===== src/rtl/simd_pkg.sv =====
// Shared types and defaults for the SIMD operand-issue / writeback stage.
package simd_pkg;

    localparam int SIMD_NREGS = 8;
    localparam int SIMD_AW    = 3;

    typedef enum logic [1:0] {
        W8   = 2'b00,
        W16  = 2'b01,
        W32  = 2'b10,
        WRSV = 2'b11
    } width_e;

    typedef struct packed {
        logic [SIMD_AW-1:0] rs1;
        logic [SIMD_AW-1:0] rs2;
        logic [SIMD_AW-1:0] rd;
        width_e             width;
        logic               saturate;
    } cmd_t;

    function automatic logic is_rsv(input logic [1:0] w);
        return w == WRSV;
    endfunction

endpackage


===== src/rtl/simd_regfile.sv =====
// SIMD register file: NREGS x 32, two combinational reads, retire write beats host write.
module simd_regfile
    import simd_pkg::*;
#(
    parameter int NREGS = SIMD_NREGS,
    parameter int AW    = SIMD_AW
) (
    input  logic          clk,
    input  logic          rst,
    input  logic [AW-1:0] rd_addr_a,
    input  logic [AW-1:0] rd_addr_b,
    output logic [31:0]   rd_data_a,
    output logic [31:0]   rd_data_b,
    input  logic          ret_we,
    input  logic [AW-1:0] ret_addr,
    input  logic [31:0]   ret_data,
    input  logic          host_we,
    input  logic [AW-1:0] host_addr,
    input  logic [31:0]   host_data
);

    logic [NREGS-1:0][31:0] regs;

    // Retire and host may both write in one cycle; only a shared address needs arbitration.
    always_ff @(posedge clk or posedge rst) begin
        if (rst) begin
            regs <= '0;
        end else begin
            for (int i = 0; i < NREGS; i++) begin
                if (ret_we && ret_addr == AW'(i))
                    regs[i] <= ret_data;
                else if (host_we && host_addr == AW'(i))
                    regs[i] <= host_data;
            end
        end
    end

    assign rd_data_a = regs[rd_addr_a];
    assign rd_data_b = regs[rd_addr_b];

endmodule


===== src/rtl/simd_issue_stage.sv =====
// Operand issue + writeback around the external packed SIMD adder.
// SIMD_BYPASS_EN: forward the retiring ALU result; otherwise stall one cycle on a hazard.
module simd_issue_stage
    import simd_pkg::*;
#(
    parameter int NREGS = SIMD_NREGS,
    parameter int AW    = SIMD_AW
) (
    input  logic          clk,
    input  logic          rst,
    input  logic          cmd_valid,
    output logic          cmd_ready,
    input  logic [AW-1:0] cmd_rs1,
    input  logic [AW-1:0] cmd_rs2,
    input  logic [AW-1:0] cmd_rd,
    input  logic [1:0]    cmd_width,
    input  logic          cmd_saturate,
    input  logic          wr_en,
    input  logic [AW-1:0] wr_addr,
    input  logic [31:0]   wr_data,
    output logic [31:0]   alu_a,
    output logic [31:0]   alu_b,
    output logic [1:0]    alu_width,
    output logic          alu_saturate,
    input  logic [31:0]   alu_c,
    output logic          res_valid,
    output logic [AW-1:0] res_rd,
    output logic [31:0]   res_data,
    output logic          err
);

    cmd_t          cmd;
    logic          ex_valid;
    logic [AW-1:0] ex_rd;
    logic          retire;
    logic          fwd_a, fwd_b, hazard, accept;
    logic [31:0]   rf_a, rf_b, op_a, op_b;

    assign cmd = '{rs1: cmd_rs1, rs2: cmd_rs2, rd: cmd_rd,
                   width: width_e'(cmd_width), saturate: cmd_saturate};

    // A reserved-width op in EX never writes back, so it is neither forwarded nor a hazard.
    assign retire = ex_valid & ~is_rsv(alu_width);

`ifdef SIMD_BYPASS_EN
    assign fwd_a  = retire & (cmd.rs1 == ex_rd);
    assign fwd_b  = retire & (cmd.rs2 == ex_rd);
    assign hazard = 1'b0;
`else
    assign fwd_a  = 1'b0;
    assign fwd_b  = 1'b0;
    assign hazard = retire & ((cmd.rs1 == ex_rd) | (cmd.rs2 == ex_rd));
`endif

    assign cmd_ready = ~wr_en & ~hazard;
    assign accept    = cmd_valid & cmd_ready;
    assign op_a      = fwd_a ? alu_c : rf_a;
    assign op_b      = fwd_b ? alu_c : rf_b;

    simd_regfile #(.NREGS(NREGS), .AW(AW)) u_rf (
        .clk       (clk),
        .rst       (rst),
        .rd_addr_a (cmd.rs1),
        .rd_addr_b (cmd.rs2),
        .rd_data_a (rf_a),
        .rd_data_b (rf_b),
        .ret_we    (retire),
        .ret_addr  (ex_rd),
        .ret_data  (alu_c),
        .host_we   (wr_en),
        .host_addr (wr_addr),
        .host_data (wr_data)
    );

    always_ff @(posedge clk or posedge rst) begin
        if (rst) begin
            ex_valid     <= 1'b0;
            ex_rd        <= '0;
            alu_a        <= '0;
            alu_b        <= '0;
            alu_width    <= '0;
            alu_saturate <= 1'b0;
            res_valid    <= 1'b0;
            res_rd       <= '0;
            res_data     <= '0;
            err          <= 1'b0;
        end else begin
            ex_valid  <= accept;
            res_valid <= retire;
            err       <= ex_valid & is_rsv(alu_width);
            if (accept) begin
                alu_a        <= op_a;
                alu_b        <= op_b;
                alu_width    <= cmd.width;
                alu_saturate <= cmd.saturate;
                ex_rd        <= cmd.rd;
            end
            if (retire) begin
                res_rd   <= ex_rd;
                res_data <= alu_c;
            end
        end
    end

endmodule


===== config.mk =====
export PLATFORM = sky130hd
export DESIGN_NAME = simd_issue_stage
export DESIGN_NICKNAME = d
export VERILOG_FILES = /design/src/rtl/simd_pkg.sv /design/src/rtl/simd_regfile.sv /design/src/rtl/simd_issue_stage.sv
export SDC_FILE = /design/constraint.sdc
export NUM_CORES = 1
export LEC_CHECK = 0
export ABC_AREA = 1
export CAP_MARGIN = 20
export CORE_ASPECT_RATIO = 0.5
export CORE_UTILIZATION = 24
export CTS_CLUSTER_DIAMETER = 150
export CTS_CLUSTER_SIZE = 8
export DETAILED_ROUTE_END_ITERATION = 10
export PLACE_DENSITY = 0.42
export SKIP_CTS_REPAIR_TIMING = 1
export SLEW_MARGIN = 15
export SYNTH_ARGS = -nofsm -noshare
export SYNTH_HDL_FRONTEND = slang
export SYNTH_SLANG_ARGS = --single-unit

===== constraint.sdc =====
create_clock -name clk -period 11 [get_ports clk]
set_input_delay 1.1 -clock clk [delete_from_list [all_inputs] [get_ports clk]]
set_output_delay 1.1 -clock clk [all_outputs]
set_load 0.05 [all_outputs]

==> metrics.cfg <==
[clocking]
numCtsBuffers=51
htree_levels=2
clk_pin_slew_ns=0.05
cts_tree=built
clock-sinks=364
clock_latency_ns=0.62
clockBufferDepth=3
root_buffer=clkbuf_16

[finish]
nets=2995
fill_cells=9372
fin_util_pct=28.8
drive_gt1_share_pct=4.39
syn2layout_area_growth_pct=18.6
final_area_sq_um=24800

[critical_path]
timing.rr.start=alu_width[1]
critPathLaunch=cmd_rs2[0]
cp_max_fo=64
crit_arrival_ns=4.11
path_class=input pin to primary output
critPathRequiredTime_ns=9.90
cp-start-kind=input pin
reg2reg_depth=8
endpoint=cmd_ready
end_kind=primary output
r2r-end=u_rf.regs[204]
reg2reg_slack_ns=7.13

[yosys]
seq_area_frac_synth_pct=43.5
synth_area_per_cell_sq_um=7.22
synth.area.top_cells=dfrtp_1, nand2_1, nand3_1, o221ai_1, inv_1
synth_top_area_cell=dfrtp_1
synth_top_area_share_pct=43.5
synthDistinctLibCells=16
syn_inst=2898
synth-seq-cells=364
synthesis.area_sq_um=20900
synthesis.nets=2981
yosysWarningCount=0

[sta]
period_share_pct=47.4
fin_setup_tns_ns=0
hold_viol_final=0
skew_ns=0.0213
rsz0062_at_grt=false
hold_slack_ns=0.473
max_slew_margin_pct=28.1
setup_viol=0
drv_slew=0
fin_crit_ns=5.21
max_freq_ghz=0.192
worst_pin_slew_ns=1.08

[placed_design]
place_hpwl_um=53900
io_buffers=187
gp_congestion=0.820
placed_area_sq_um=23400

[power_and_ir_drop]
ir_drop_mv=0.109
p_seq_share_pct=36.3
p_int_mw=3.10
p_leak_nw=11.9
p_sw_share_pct=38.3
p_per_area_nw_per_um2=202
power_frac_comb_pct=33.9
clockPowerShare_pct=29.8
p_sw_mw=1.92
design_power_total_mw=5.02

[grt]
antenna_found_initial=2
overflow=0
grt_max_degree=79
gr-max-usage-layer=met2
grtUsageMet2_pct=34.1
grt_pass1_vias=20500
grt_pass1_wl_um=142000
grt_use_met3_pct=3.18
use_met1_pct=29.6
grt_usage_pct=21.5

[die]
dieHeight_um=211
die_area_sq_um=88400
placementRows=76
ios=188
initial_utilization_pct=24.3
core_sq_um=86200
die_x_um=420

[routing]
vias=21100
first_pass_iters=11
ant_nets=0
remaining_drc_errors=2
vias_per_cell=5.16
wl_per_cell_um=23.4
wl_um=95600
first_iter_violations=2256

[worst_hold_path]
hp-class=flop to flop

[status]
status=finished, violations left
violations=design-rule violations

[run]
cap_violations=0

cells in the final DEF, fill, tap and decap left out, types with 5 or more instances in the layout:
cell type,instances
o221ai_1,256
nand4_1,70
nand2_1,1049
o21ai_0,35
clkbuf_16,53
clkinv_1,32
buf_2,5
clkdlybuf4s50_1,180
nand2_2,9
dfrtp_1,364
inv_2,8
buf_4,47
inv_1,272
nor2_1,11
nand3_1,514
metrics by stage:
| step | setup WS [ns] | std cells |
|---|---|---|
| 6_report | 5.79 | 4085 |
| 4_1_cts | 5.88 | 4083 |
| 2_1_floorplan | 5.02 | 2898 |
| 5_1_grt | 5.65 | 4083 |
| 3_5_place_dp | 5.89 | 4029 |
| 3_3_place_gp | 5.88 | 4029 |
logic make-up (layout without fill, tap and decap cells):
logic type	Yosys count	after routing	share of synthesized area, %
other	0	2	0
buffers and inverters	586	601	11.2
AOI/OAI and AO/OA	291	291	11.6
DFF	364	364	43.5
and+or+nand+nor	1657	1657	33.7
flip-flops by register name, indices dropped and copies added, names as in the netlist:
| signal | cells |
|---|---|
| u_rf.regs | 256 |
| alu_a | 32 |
| alu_b | 32 |
| res_data | 32 |
| ex_rd | 3 |
| res_rd | 3 |
| alu_width | 2 |
| alu_saturate | 1 |
| err | 1 |
| ex_valid | 1 |
| res_valid | 1 |
synthesized netlist by cell type:
cell type and number:
inv_2 6, nor2_1 11, buf_1 77, clkbuf_1 78, nand2_1 1057, clkinv_1 32
o221ai_1 256, nand2_2 2, nor3_1 2, o21ai_0 35, nand3_1 514, buf_2 116
inv_1 277, nand4_1 70, nand3_2 1, dfrtp_1 364
how the worst min path moves through the flow:
| stage | startpoint | end | depth (start not counted) |
|---|---|---|---|
| 2_1_floorplan | ex_valid | err | 2 |
| 3_5_place_dp | alu_saturate | alu_saturate | 2 |
| 3_3_place_gp | alu_saturate | alu_saturate | 2 |
| 6_report | alu_saturate | alu_saturate | 2 |
| 4_1_cts | alu_saturate | alu_saturate | 2 |
| 5_1_grt | alu_saturate | alu_saturate | 2 |
power groups by stage:
| stage | combinational, mW | sequential, mW | clock, mW |
|---|---|---|---|
| after floorplan | 0.886 | 2.10 | 0 |
| after global placement | 1.68 | 1.84 | 0 |
| after detailed placement | 1.70 | 1.84 | 0 |
| after CTS | 1.71 | 1.82 | 1.53 |
| after global routing | 1.88 | 1.86 | 1.58 |
| final | 1.70 | 1.82 | 1.49 |
layout make-up:
cell class | instances | area [sq um] | area share (%)
Multi-Input combinational cell | 1948 | 9500 | 38.3
Tap cell | 1170 | 1460 | 5.90
Inverter | 315 | 1190 | 4.80
Antenna cell | 2 | 5.00 | 0.0202
Sequential cell | 364 | 9110 | 36.7
Clock buffer | 53 | 1330 | 5.35
Clock inverter | 1 | 30.0 | 0.121
Timing Repair Buffer | 232 | 2180 | 8.79
critical path, cell delays in order:
cell	delay, ns
buf_4	0.59
inv_4	0.49
nand2_1	0.19
nand2_1	0.07
nand3_1	0.09
nand2_1	0.07
nand2_2	0.33
nand2_1	0.13
inv_1	0.08
clkdlybuf4s50_1	0.79
routing by layer:
metal  vias up  share of wire (%)
met5         -                  0
met3       150                6.7
li1       9657                  -
met2       824                 46
met4         0                3.2
met1     10500                 44
No activity file was read; power rests on OpenSTA's default activity.
